===== src/rtl/mem_wb_pkg.sv =====
// Shared definitions for the memory-access / write-back stage.
package mem_wb_pkg;

    // Stage state: idle, or a data-memory request outstanding
    typedef enum logic {
        ST_IDLE = 1'b0,
        ST_MEM  = 1'b1
    } state_e;

    localparam int DMEM_ADDR_W = 16;

    // Word accesses only: any set byte-offset bit is a misaligned access
    function automatic logic misaligned(input logic [1:0] byte_off);
        return byte_off != 2'b00;
    endfunction

endpackage


===== src/rtl/mem_wb_timer.sv =====
// Request-age counter: cleared while idle, counts edges with a request held,
// flags expiry on the edge that completes LIMIT request cycles.
module mem_wb_timer #(
    parameter int LIMIT = 255,
    parameter int W     = $clog2(LIMIT + 1)
) (
    input  logic clk,
    input  logic rst_n,
    input  logic clr_i,
    input  logic en_i,
    output logic expire_o
);

    logic [W-1:0] cnt_q, cnt_d;

    // Next count: clear has priority over counting
    always_comb begin
        cnt_d = cnt_q;
        if (clr_i)     cnt_d = '0;
        else if (en_i) cnt_d = cnt_q + 1'b1;
    end

    // Counter register
    always_ff @(posedge clk or negedge rst_n) begin
        if (!rst_n) cnt_q <= '0;
        else        cnt_q <= cnt_d;
    end

    // During request cycle k the count holds k-1, so cycle LIMIT is the last one
    assign expire_o = en_i && (cnt_q == W'(LIMIT - 1));

endmodule


===== src/rtl/mem_wb.sv =====
// Memory-access / write-back stage: ALU write-back, branch redirect, and
// load/store over a req/ack data-memory handshake with timeout.
module mem_wb
    import mem_wb_pkg::*;
#(
    parameter int ADDR_W         = DMEM_ADDR_W,
    parameter int TIMEOUT_CYCLES = 255
) (
    input  logic              clk,
    input  logic              rst,
    input  logic              v_i,
    input  logic [31:0]       result_i,
    input  logic [31:0]       st_data_i,
    input  logic [3:0]        rd_addr_i,
    input  logic              wb_en_i,
    input  logic              branch_en_i,
    input  logic              ctrl_ld_i,
    input  logic              ctrl_st_i,
    output logic              stall_o,
    output logic              dmem_req_o,
    output logic              dmem_we_o,
    output logic [ADDR_W-1:0] dmem_addr_o,
    output logic [31:0]       dmem_wdata_o,
    input  logic              dmem_ack_i,
    input  logic [31:0]       dmem_rdata_i,
    output logic              rf_we_o,
    output logic [3:0]        rf_waddr_o,
    output logic [31:0]       rf_wdata_o,
    output logic              br_taken_o,
    output logic [31:0]       br_target_o,
    output logic              align_err_o,
    output logic              mem_err_o
);

    localparam int TIMER_W = $clog2(TIMEOUT_CYCLES + 1);

    state_e              state_q;
    logic                req_q, we_q;
    logic [ADDR_W-1:0]   addr_q;
    logic [31:0]         wdata_q;
    logic                ld_q, wb_q;
    logic [3:0]          rd_q;
    logic                rf_we_q, br_q, align_q, merr_q;
    logic [3:0]          rf_waddr_q;
    logic [31:0]         rf_wdata_q, br_tgt_q;
    logic                is_mem, tmr_expire;

    assign stall_o = (state_q != ST_IDLE);
    assign is_mem  = ctrl_ld_i | ctrl_st_i;

    mem_wb_timer #(
        .LIMIT (TIMEOUT_CYCLES),
        .W     (TIMER_W)
    ) u_timer (
        .clk      (clk),
        .rst_n    (rst),
        .clr_i    (!stall_o),
        .en_i     (stall_o),
        .expire_o (tmr_expire)
    );

    // Stage FSM with registered outputs; pulses default low every cycle
    always_ff @(posedge clk or negedge rst) begin
        if (!rst) begin
            state_q    <= ST_IDLE;
            req_q      <= 1'b0;
            we_q       <= 1'b0;
            addr_q     <= '0;
            wdata_q    <= '0;
            ld_q       <= 1'b0;
            wb_q       <= 1'b0;
            rd_q       <= '0;
            rf_we_q    <= 1'b0;
            rf_waddr_q <= '0;
            rf_wdata_q <= '0;
            br_q       <= 1'b0;
            br_tgt_q   <= '0;
            align_q    <= 1'b0;
            merr_q     <= 1'b0;
        end else begin
            rf_we_q <= 1'b0;
            br_q    <= 1'b0;
            align_q <= 1'b0;
            case (state_q)
                ST_IDLE: begin
                    if (v_i) begin
                        if (is_mem) begin
                            if (misaligned(result_i[1:0])) begin
                                align_q <= 1'b1;
                            end else begin
                                // Load wins when both ld and st are set
                                state_q <= ST_MEM;
                                req_q   <= 1'b1;
                                we_q    <= ~ctrl_ld_i;
                                addr_q  <= result_i[ADDR_W+1:2];
                                wdata_q <= st_data_i;
                                ld_q    <= ctrl_ld_i;
                                wb_q    <= wb_en_i;
                                rd_q    <= rd_addr_i;
                            end
                        end else if (branch_en_i) begin
                            br_q     <= 1'b1;
                            br_tgt_q <= result_i;
                        end else if (wb_en_i) begin
                            rf_we_q    <= 1'b1;
                            rf_waddr_q <= rd_addr_i;
                            rf_wdata_q <= result_i;
                        end
                    end
                end
                ST_MEM: begin
                    // Ack beats a coincident expiry
                    if (dmem_ack_i) begin
                        state_q <= ST_IDLE;
                        req_q   <= 1'b0;
                        if (ld_q && wb_q) begin
                            rf_we_q    <= 1'b1;
                            rf_waddr_q <= rd_q;
                            rf_wdata_q <= dmem_rdata_i;
                        end
                    end else if (tmr_expire) begin
                        state_q <= ST_IDLE;
                        req_q   <= 1'b0;
                        merr_q  <= 1'b1;
                    end
                end
            endcase
        end
    end

    assign dmem_req_o   = req_q;
    assign dmem_we_o    = we_q;
    assign dmem_addr_o  = addr_q;
    assign dmem_wdata_o = wdata_q;
    assign rf_we_o      = rf_we_q;
    assign rf_waddr_o   = rf_waddr_q;
    assign rf_wdata_o   = rf_wdata_q;
    assign br_taken_o   = br_q;
    assign br_target_o  = br_tgt_q;
    assign align_err_o  = align_q;
    assign mem_err_o    = merr_q;

endmodule


===== config.mk =====
export PLATFORM = sky130hd
export DESIGN_NAME = mem_wb
export DESIGN_NICKNAME = d
export VERILOG_FILES = /design/src/rtl/mem_wb_pkg.sv /design/src/rtl/mem_wb_timer.sv /design/src/rtl/mem_wb.sv
export SDC_FILE = /design/constraint.sdc
export NUM_CORES = 1
export LEC_CHECK = 0
export ABC_AREA = 1
export CORE_MARGIN = 2
export CORE_UTILIZATION = 39
export CTS_BUF_LIST = sky130_fd_sc_hd__clkbuf_16
export CTS_CLUSTER_DIAMETER = 50
export DETAILED_ROUTE_END_ITERATION = 12
export GPL_ROUTABILITY_DRIVEN = 1
export PLACE_DENSITY = 0.76
export SYNTH_ARGS = -nofsm -noshare
export SYNTH_HDL_FRONTEND = slang
export SYNTH_SLANG_ARGS = --single-unit
export TNS_END_PERCENT = 100

===== constraint.sdc =====
create_clock -name clk -period 1.3 [get_ports clk]
set_input_delay 0.26 -clock clk [delete_from_list [all_inputs] [get_ports clk]]
set_output_delay 0.26 -clock clk [all_outputs]
set_load 0.05 [all_outputs]

Yosys cells after proc, flatten, opt, wreduce, memory -nomap -nowiden. Index checks and enable logic that the tools add are counted.

Flip-flop bits (word level): 137. Input port bits: 108. Output and inout bits: 123.

Add/sub/neg operators: 1. Reductions and logical operators: 8. Equal/unequal tests: 10. Bitwise logic cells: 6. Muxes and demuxes: 42.

Operator list (count): $mux 32 (6); $pmux 32 s2 (1); $mux 1 (24); $mux 4 (6); $ne 2x2->1 const B (7); $reduce_and 4->1 (3); $add 8x1->8 const B (1); $eq 8x8->1 const B (1); $mux 8 (1); $pmux 4 s2 (1); $pmux 1 s2 (3); $reduce_and 6->1 (1); $not 1->1 (5); $ne 3x2->1 const B (1); $reduce_and 3->1 (1); $logic_and 1x1->1 (2); $ne 2x1->1 const B (1); $reduce_bool 2->1 (1); $or 1x1->1 (1).

Longest topological paths before layout. Gate-level depths: netlist of run 1.

Word-level depth: 5. Depth in mapped cells: 7. Gate-level depth less buffers: 7.

Hierarchy. Synthesis of run 1 repeated with hierarchy kept, for this count alone.

Cell total of the unflattened synthesis: 680. Area, all modules: 5829.3 um^2.

By module, submodules not included: mem_wb (cells each 616, area each 5355.1 um^2, times used 1); mem_wb_timer (cells each 64, area each 474.2 um^2, times used 1).

Worst setup path before layout of run 1. Ideal clock, no wire load.

Kind: reg2reg. From: register state_q (netlist: stall_o). To: register rf_waddr_q[3] (netlist: rf_waddr_o[3]). Path slack: -0.225 ns. Cell stages (with the launch flop): 6. Arrival time: 1.407 ns. Period minus slack after synthesis: 1.525 ns. Setup time: 0.118 ns. Path through: dfrtp_1 > buf_6 > nand4_4 > clkbuf_1 > nand3_1 > nand2_1.

Longest elaborated chain between the ends: 3. Elaborated cells between the ends (all ways): 9. Those cells by class: 6 x eq/ne; 1 x mux; 1 x bitwise; 1 x reduce/logical.

RTL lines: start, declared (line mem_wb.sv:37) `state_e state_q;`; start signal, assigned (line mem_wb.sv:65) `state_q <= ST_IDLE;`; start signal, assigned (line mem_wb.sv:92) `state_q <= ST_MEM;`; start signal, assigned (line mem_wb.sv:114) `state_q <= ST_IDLE;`; $not 1->1 (no source line); $ne 2x2->1 (no source line); $reduce_and 6->1 (no source line); end signal, assigned (line mem_wb.sv:106) `rf_waddr_q <= rd_addr_i;`; end signal, assigned (line mem_wb.sv:118) `rf_waddr_q <= rd_q;`; end, declared (line mem_wb.sv:44) `logic [3:0] rf_waddr_q;`.

Parallel ways exist; a longest one is shown, timed or not. A chain may end at the register's enable or synchronous reset.

Worst setup path after layout of run 1.
From: input port ctrl_ld_i. To: register wdata_q[23] (netlist: dmem_wdata_o[23]).

Longest elaborated chain between the ends: 2.

RTL lines: start, declared (line mem_wb.sv:17) `input logic ctrl_ld_i,`; $or 1x1->1 (line mem_wb.sv:49) `assign is_mem = ctrl_ld_i | ctrl_st_i;`; $reduce_and 4->1 (no source line); end signal, assigned (line mem_wb.sv:96) `wdata_q <= st_data_i;`; end, declared (line mem_wb.sv:40) `logic [31:0] wdata_q;`.

No other way between the ends.

==> results of run 1 <==
## registers in the layout, summed over array words and instances (netlist names)
| register | cells |
|---|---|
| align_err_o | 1 |
| br_taken_o | 1 |
| br_target_o | 32 |
| dmem_addr_o | 16 |
| dmem_req_o | 1 |
| dmem_wdata_o | 32 |
| dmem_we_o | 1 |
| ld_q | 1 |
| mem_err_o | 1 |
| rd_q | 4 |
| rf_waddr_o | 4 |
| rf_wdata_o | 32 |
| rf_we_o | 1 |
| stall_o | 1 |
| u_timer.cnt_q | 8 |
| wb_q | 1 |
## synth_stat cells (all sizes together)
cell type  count
nand2        246
dfrtp        137
o21ai         92
nand3         78
inv           52
buf           28
nor2          17
clkbuf        11
a21oi          5
nand4          3
ha             2
nor3           1
nor4           1
o21a           1
## what timing repair did
action | 4_1_cts | 5_1_grt
hold buffers | 1 | 0
resized for setup | 56 | 239
setup endpoints to repair | 67 | 139
pin swaps | 5 | 33
gates cloned | 13 | 12
hold endpoints to repair | 29 | 0
buffers inserted | 17 | 11
## placed cells by master (no fill, tap or decap), types with 3 or more instances in the layout
master | Yosys | final
nand3_4 | 0 | 4
buf_4 | 5 | 19
o21ai_1 | 0 | 30
dfrtp_2 | 0 | 15
clkinv_1 | 0 | 5
nand2_1 | 244 | 136
buf_16 | 0 | 8
o21ai_0 | 92 | 37
clkdlybuf4s50_1 | 0 | 106
nand3_1 | 76 | 48
nand2_4 | 1 | 41
buf_6 | 7 | 17
buf_8 | 0 | 5
a21oi_1 | 5 | 5
o21ai_2 | 0 | 24
nand3_2 | 2 | 26
clkinvlp_4 | 0 | 4
inv_1 | 50 | 48
dfrtp_1 | 137 | 122
clkbuf_16 | 0 | 27
buf_12 | 0 | 143
bufinv_16 | 0 | 3
nand2_2 | 1 | 68
nor2_1 | 15 | 14
## cell families (layout without fill, tap and decap cells)
group / after synthesis / after routing / synth area share (%)
AND/OR/NAND/NOR: 346 / 346 / 25.0
flip-flops: 137 / 137 / 58.7
AO/OA/AOI/OAI: 98 / 98 / 8.44
buffers and inverters: 91 / 395 / 7.46
adder cells (fa/ha/maj): 2 / 2 / 0.428
## area by class of cell
type	count	area [µm²]	area share [%]
Timing Repair Buffer	311	4880	40.3
Sequential cell	137	3450	28.5
Multi-Input combinational cell	446	2760	22.8
Clock buffer	17	425	3.51
Tap cell	184	230	1.90
Inverter	52	213	1.76
Clock inverter	15	158	1.30
## metal layers
metal / up-vias / GRT usage, % / routed length, µm
met3: 64 / 8.27 / 1720
met5: - / 0 / 0
met1: 3106 / 31.8 / 8930
met2: 291 / 45.0 / 12800
li1: 2749 / - / -
met4: 0 / 9.63 / 893
## report_power, final
group	internal [W]	switching, W
combinational	0.00456	0.00487
clock	0.00297	0.00187
sequential	0.00517	0.00117
total	0.0127	0.00791
## critical path, stage by stage
cell and delay (ps):
clkdlybuf4s50_1 480, nor2_4 260, inv_1 130, nand3_4 140
buf_6 150, clkinv_8 90, clkbuf_16 190, nand2_2 60
nand2_1 50
## stage by stage
stage / instances / cell area (µm²) / setup slack, ps / utilization (%)
after floorplan: 674 / 5900 / -40.5 / -
after global placement: 1080 / 9820 / -408 / 67.3
after detailed placement: 1080 / 9820 / -502 / 67.3
after CTS: 1143 / 11100 / -121 / 76.0
after global routing: 1162 / 12100 / -274 / 83.0
final: 1162 / 12100 / -225 / 83.0
## worst max path at each step
stage / endpoint / slack (ps) / depth (start not counted)
after global routing: dmem_wdata_o[23] / -270 / 9
after floorplan: br_target_o[22] / -40 / 6
after global placement: dmem_wdata_o[1] / -410 / 7
after detailed placement: dmem_addr_o[3] / -500 / 6
final: dmem_wdata_o[23] / -220 / 9
after CTS: stall_o / -120 / 2
==> key figures, run 1 <==
Synth
  • Seq/Total Area, Yosys: about three fifths
  • Cell variety after synth: 25
  • Average cell area after synthesis: slightly below 9 µm²
  • Yosys reg bits: approximately 140
  • YS warnings: 0
  • Largest cells by area after synthesis: dfrtp_1 (59%), nand2_1 (16%), o21ai_0 (7.9%)
  • Mapped Nets: 784
  • Dominant cell type by area after synthesis: dfrtp_1
  • Synthesized cell area: between 5000 and 6000 µm²
  • Synthesized instance count: 674
  • Area fraction of the dominant cell type after synthesis: about three fifths

Setup path
  • Worst reg2reg startpoint: stall_o
  • Critical path launch point type: input pin
  • FF-to-FF path depth: 8
  • CP Capture Type: flop
  • Crit. Startpoint: ctrl_ld_i
  • R2R Path End: dmem_wdata_o[23]
  • Worst Path Max Fanout: 6
  • Worst Path Arrival: 1840 ps
  • Data required, critical path: roughly 1600 ps
  • Reg2Reg Setup Slack: -190 ps
  • Setup Crit Path Kind: in2reg

Place
  • DP Wirelength: roughly 13000 µm
  • Routability cong.: approximately 0.79
  • I/O Buffers: 230

STA
  • Hold Vio Cnt, Final: 0
  • Max Slew Vio Count: 0
  • Worst Skew: approximately 9.1 ps
  • Final worst path period share: 117%
  • Final worst setup slack: -225 ps
  • Tightest Pin Transition: ~400 ps
  • Slew margin rel.: between 70% and 80%
  • Final hold slack: 310 ps
  • RSZ-0062 raised after global routing: true
  • Setup_tns: -17150 ps
  • F_max: roughly 660 MHz
  • # setup viols final: 131
  • Final Critical Period: approximately 1500 ps

Floorplan
  • Initial core utilization: approximately two fifths
  • Row Count: 44
  • Core box area: approximately 15000 µm²
  • Die height: roughly 130 µm
  • I/O pin total: approximately 230
  • Full die area: around 16000 µm²
  • Die X: roughly 130 µm

Finish
  • Area Overhead vs Synth: 107%
  • Final net count: 1075
  • Layout cells sized above 1: between 40% and 50%
  • Ant. Diodes: 0
  • # fillers: ~720

GRT
  • All-Layer GR Usage: roughly a quarter
  • Antenna violations before repair: 0
  • Congestion Overflow GR: 0
  • Largest net degree at the start of global routing: 37
  • Vias in the first global route: roughly 6100
  • First-pass GRT wire length: 32700 µm

Drt
  • Final ANT Viol Nets: 0
  • Routed len/inst: ~21 µm
  • First-pass DRT Iterations: 5
  • Routed WL: around 24000 µm
  • DRC errors left: 0
  • Via-to-Cell Ratio: about 5.3
  • DR vias: around 6200
  • DRT iter0 DRCs: approximately 480

CTS
  • Clk buf depth: 2
  • Total CTS buffers: 17
  • Htree depth: 4
  • Worst-Skew Late Latency: approximately 430 ps
  • Clock Pin Slew Worst Setup and Hold Paths: about 60 ps
  • CTS tree: done
  • Sink Count: about 140
  • CTS Root Cell: clkbuf_16

Job
  • # Max-Cap Violations: 0

Power
  • Static Leakage: about 5.8 nW
  • Tot Pwr: about 0.021 W
  • Power density cells: approximately 1700 nW/µm²
  • VDD IR-drop max: roughly 1.0 mV

Min path
  • Worst min-delay path class: in2async

Run status
  • Failing checks: negative setup slack
  • Status: complete, but fails checks
Note: power is estimated with default switching activity, not from simulation.
==> run 2, diff against run 1 <==
--- a/config.mk
+++ b/config.mk
@@ -7,12 +7,13 @@
 export LEC_CHECK = 0
 export ABC_AREA = 1
 export CORE_MARGIN = 2
-export CORE_UTILIZATION = 39
+export CORE_UTILIZATION = 57
 export CTS_BUF_LIST = sky130_fd_sc_hd__clkbuf_16
-export CTS_CLUSTER_DIAMETER = 50
+export CTS_CLUSTER_DIAMETER = 40
 export DETAILED_ROUTE_END_ITERATION = 12
+export DONT_BUFFER_PORTS = 1
 export GPL_ROUTABILITY_DRIVEN = 1
-export PLACE_DENSITY = 0.76
+export PLACE_DENSITY = 0.75
 export SYNTH_ARGS = -nofsm -noshare
 export SYNTH_HDL_FRONTEND = slang
 export SYNTH_SLANG_ARGS = --single-unit
==> run 2 against run 1 <==
The flow finishes with violations (negative hold slack, negative setup slack). Wire length decreased by 29%. Clock skew about the same. Cell area decreased by 37%. Register-to-register slack improved by 30 ps.
==> key figures, run 2 (synthesis gave the netlist of run 1 again) <==
Job
  • # Max-Cap Violations: 0

Setup path
  • Data required, critical path: between 1500 and 2000 ps
  • Slowest CP cell: dfrtp_2
  • CP Capture Type: flop
  • Worst Path Max Fanout: 16
  • Cell chain of the critical path: buf_6 > nor2_4 > nand3_4 > inv_6 > clkbuf_16 > nand2_1 > nand2_1
  • Critical path launch point type: flop
  • Setup Crit Path Kind: reg2reg
  • Critical Path Max Stage Delay: roughly 440 ps
  • Worst Path Arrival: ~1800 ps
  • Most frequent CP cell: nand2_1
  • FF-to-FF path depth: 7

Run status
  • Status: complete, but fails checks
  • Failing checks: negative hold slack, negative setup slack

Drt
  • First-pass DRT Iterations: 6
  • Final ANT Viol Nets: 0
  • Via-to-Cell Ratio: 5.76
  • Routed WL: about 17000 µm
  • DRC errors left: 0
  • DR vias: between 5000 and 6000
  • DRT iter0 DRCs: between 400 and 500
  • Routed len/inst: just under 20 µm

Finish
  • Ant. Diodes: 0
  • Final net count: around 850
  • Non-Filler Instances: slightly below 900
  • Leading cell type in the layout, fill and taps excluded: nand2_1
  • Layout cells sized above 1: approximately 30%
  • Commonest non-fill, non-tap cells in the layout: nand2_1 (214), dfrtp_2 (107), nand3_1 (75), inv_1 (50), o21ai_1 (46)
  • Area Overhead vs Synth: 31.0%

Power
  • Pint: ~0.0088 W
  • Static Leakage: between 3 and 4 nW
  • Power density cells: between 2000 and 2500 nW/µm²
  • Clk pwr share: between 20 and 30%
  • P_sw: around 0.0066 W
  • VDD IR-drop max: 1.07 mV
  • Sw frac: between 40% and 50%
  • Comb power frac: around 16%
  • Seq pwr share: around 55%

STA
  • # setup viols final: around 130
  • Hold Vio Cnt, Final: between 100 and 150
  • Worst Skew: roughly 9.0 ps
  • Max Slew Vio Count: 0
  • Final worst setup slack: -156 ps
  • F_max: slightly below 700 MHz
  • RSZ-0062 raised after global routing: true
  • Final hold slack: -462 ps
  • Slew margin rel.: roughly four fifths
  • Final Critical Period: ~1500 ps
  • Final worst path period share: 112%
  • Tightest Pin Transition: 298 ps
  • Setup_tns: -11750 ps

CTS
  • Total CTS buffers: 17
  • Clk buf depth: 2
  • CTS Root Cell: clkbuf_16
  • Htree depth: 4
  • CTS tree: done
  • Clock Pin Slew Worst Setup and Hold Paths: about 60 ps
  • Worst-Skew Late Latency: roughly 400 ps
  • Sink Count: around 140

Floorplan
  • Core box area: roughly 10000 µm²
  • Full die area: between 10000 and 15000 µm²
  • Initial core utilization: 59.2%
  • Die height: ~110 µm
  • Die X: approximately 110 µm
  • I/O pin total: between 200 and 250
  • Row Count: 36

GRT
  • Antenna violations before repair: 0
  • First-pass GRT wire length: between 20000 and 30000 µm
  • Vias in the first global route: slightly above 5000
  • All-Layer GR Usage: between 20 and 30%
  • Congestion Overflow GR: 0
  • Largest net degree at the start of global routing: 138

Place
  • DP Wirelength: 9320 µm
  • Pre-CTS WS: between 10 and 15 ps
  • Placed instance count: ~810
  • Routability cong.: ~0.85
  • I/O Buffers: 0

Min path
  • Worst min-delay path class: in2async
## run 2: cell types whose count changed in the layout (fill, tap and decap cells not counted), moves of 15 or more
cell,previous run,this run
o21ai_2,24,5
nand3_2,26,1
buf_6,17,2
clkdlybuf4s50_1,106,0
nand3_1,48,75
dfrtp_1,122,30
nand2_1,136,214
dlygate4sd3_1,1,43
buf_12,143,13
nand2_4,41,7
dfrtp_2,15,107
nand2_2,68,25
o21ai_1,30,46
## run 2: power groups by stage
stage               logic (W)  registers (W)  clock network, W
floorplan             0.00102        0.00871                 0
global placement      0.00202        0.00835                 0
detailed placement    0.00211        0.00836                 0
CTS                   0.00227        0.00846           0.00442
global route          0.00268        0.00859           0.00465
finish                0.00246        0.00850           0.00439
## run 2: path summary, 6_finish.rpt
path,start,endpoint,slack (ps)
setup / recovery,stall_o,dmem_wdata_o[9],-160
hold / removal,rst,br_target_o[10],-460
setup reg to reg,stall_o,dmem_wdata_o[9],-160
hold reg to reg,u_timer.cnt_q[0],u_timer.cnt_q[0],480
max in group asynchronous,rst,br_target_o[14],1470
min in group clk,result_i[0],br_target_o[0],10
## run 2: what timing repair did
| item | 4_1_cts | 5_1_grt |
|---|---|---|
| endpoints found under the setup margin | 106 | 128 |
| hold buffers | 42 | 1 |
| gates resized for setup | 117 | 68 |
| pin swaps | 0 | 5 |
| gates cloned | 1 | 5 |
| setup buffers | 3 | 1 |
| endpoints found under the hold margin | 180 | 138 |
## run 2: per-layer routing
metal,global-route usage [%],vias up,share of wire (%)
met2,48.6,326,51
met1,36.4,2468,37
li1,-,2295,-
met4,11.2,0,2.5
met5,0,-,0
met3,9.96,39,9.8
## run 2: worst max-delay path: cells and delay by family (launching register included)
| kind | cells | cell delay, ps |
|---|---|---|
| AND/OR/NAND/NOR | 4 | 490 |
| buffers and inverters | 3 | 450 |
| flip-flops | 1 | 440 |
## run 2: area by class of cell
| cell class | instances | area, µm² |
|---|---|---|
| flip-flops and latches | 137 | 3560 |
| clock buffers | 17 | 425 |
| inverters | 52 | 200 |
| repair buffers | 90 | 1060 |
| multi-input cells | 446 | 2130 |
| well taps | 133 | 166 |
| fillers | 606 | 2210 |
| clock inverters | 15 | 111 |
## run 2: through the flow
stage / utilization (%) / area, µm² / total power, W / hold WS (ps)
2_1_floorplan: - / 5900 / 0.00972 / -35.6
3_3_place_gp: 62.6 / 6180 / 0.0104 / -33.0
3_5_place_dp: 62.6 / 6180 / 0.0105 / -33.0
4_1_cts: 74.6 / 7360 / 0.0151 / -471
5_1_grt: 77.6 / 7650 / 0.0159 / -476
6_report: 77.6 / 7650 / 0.0153 / -462
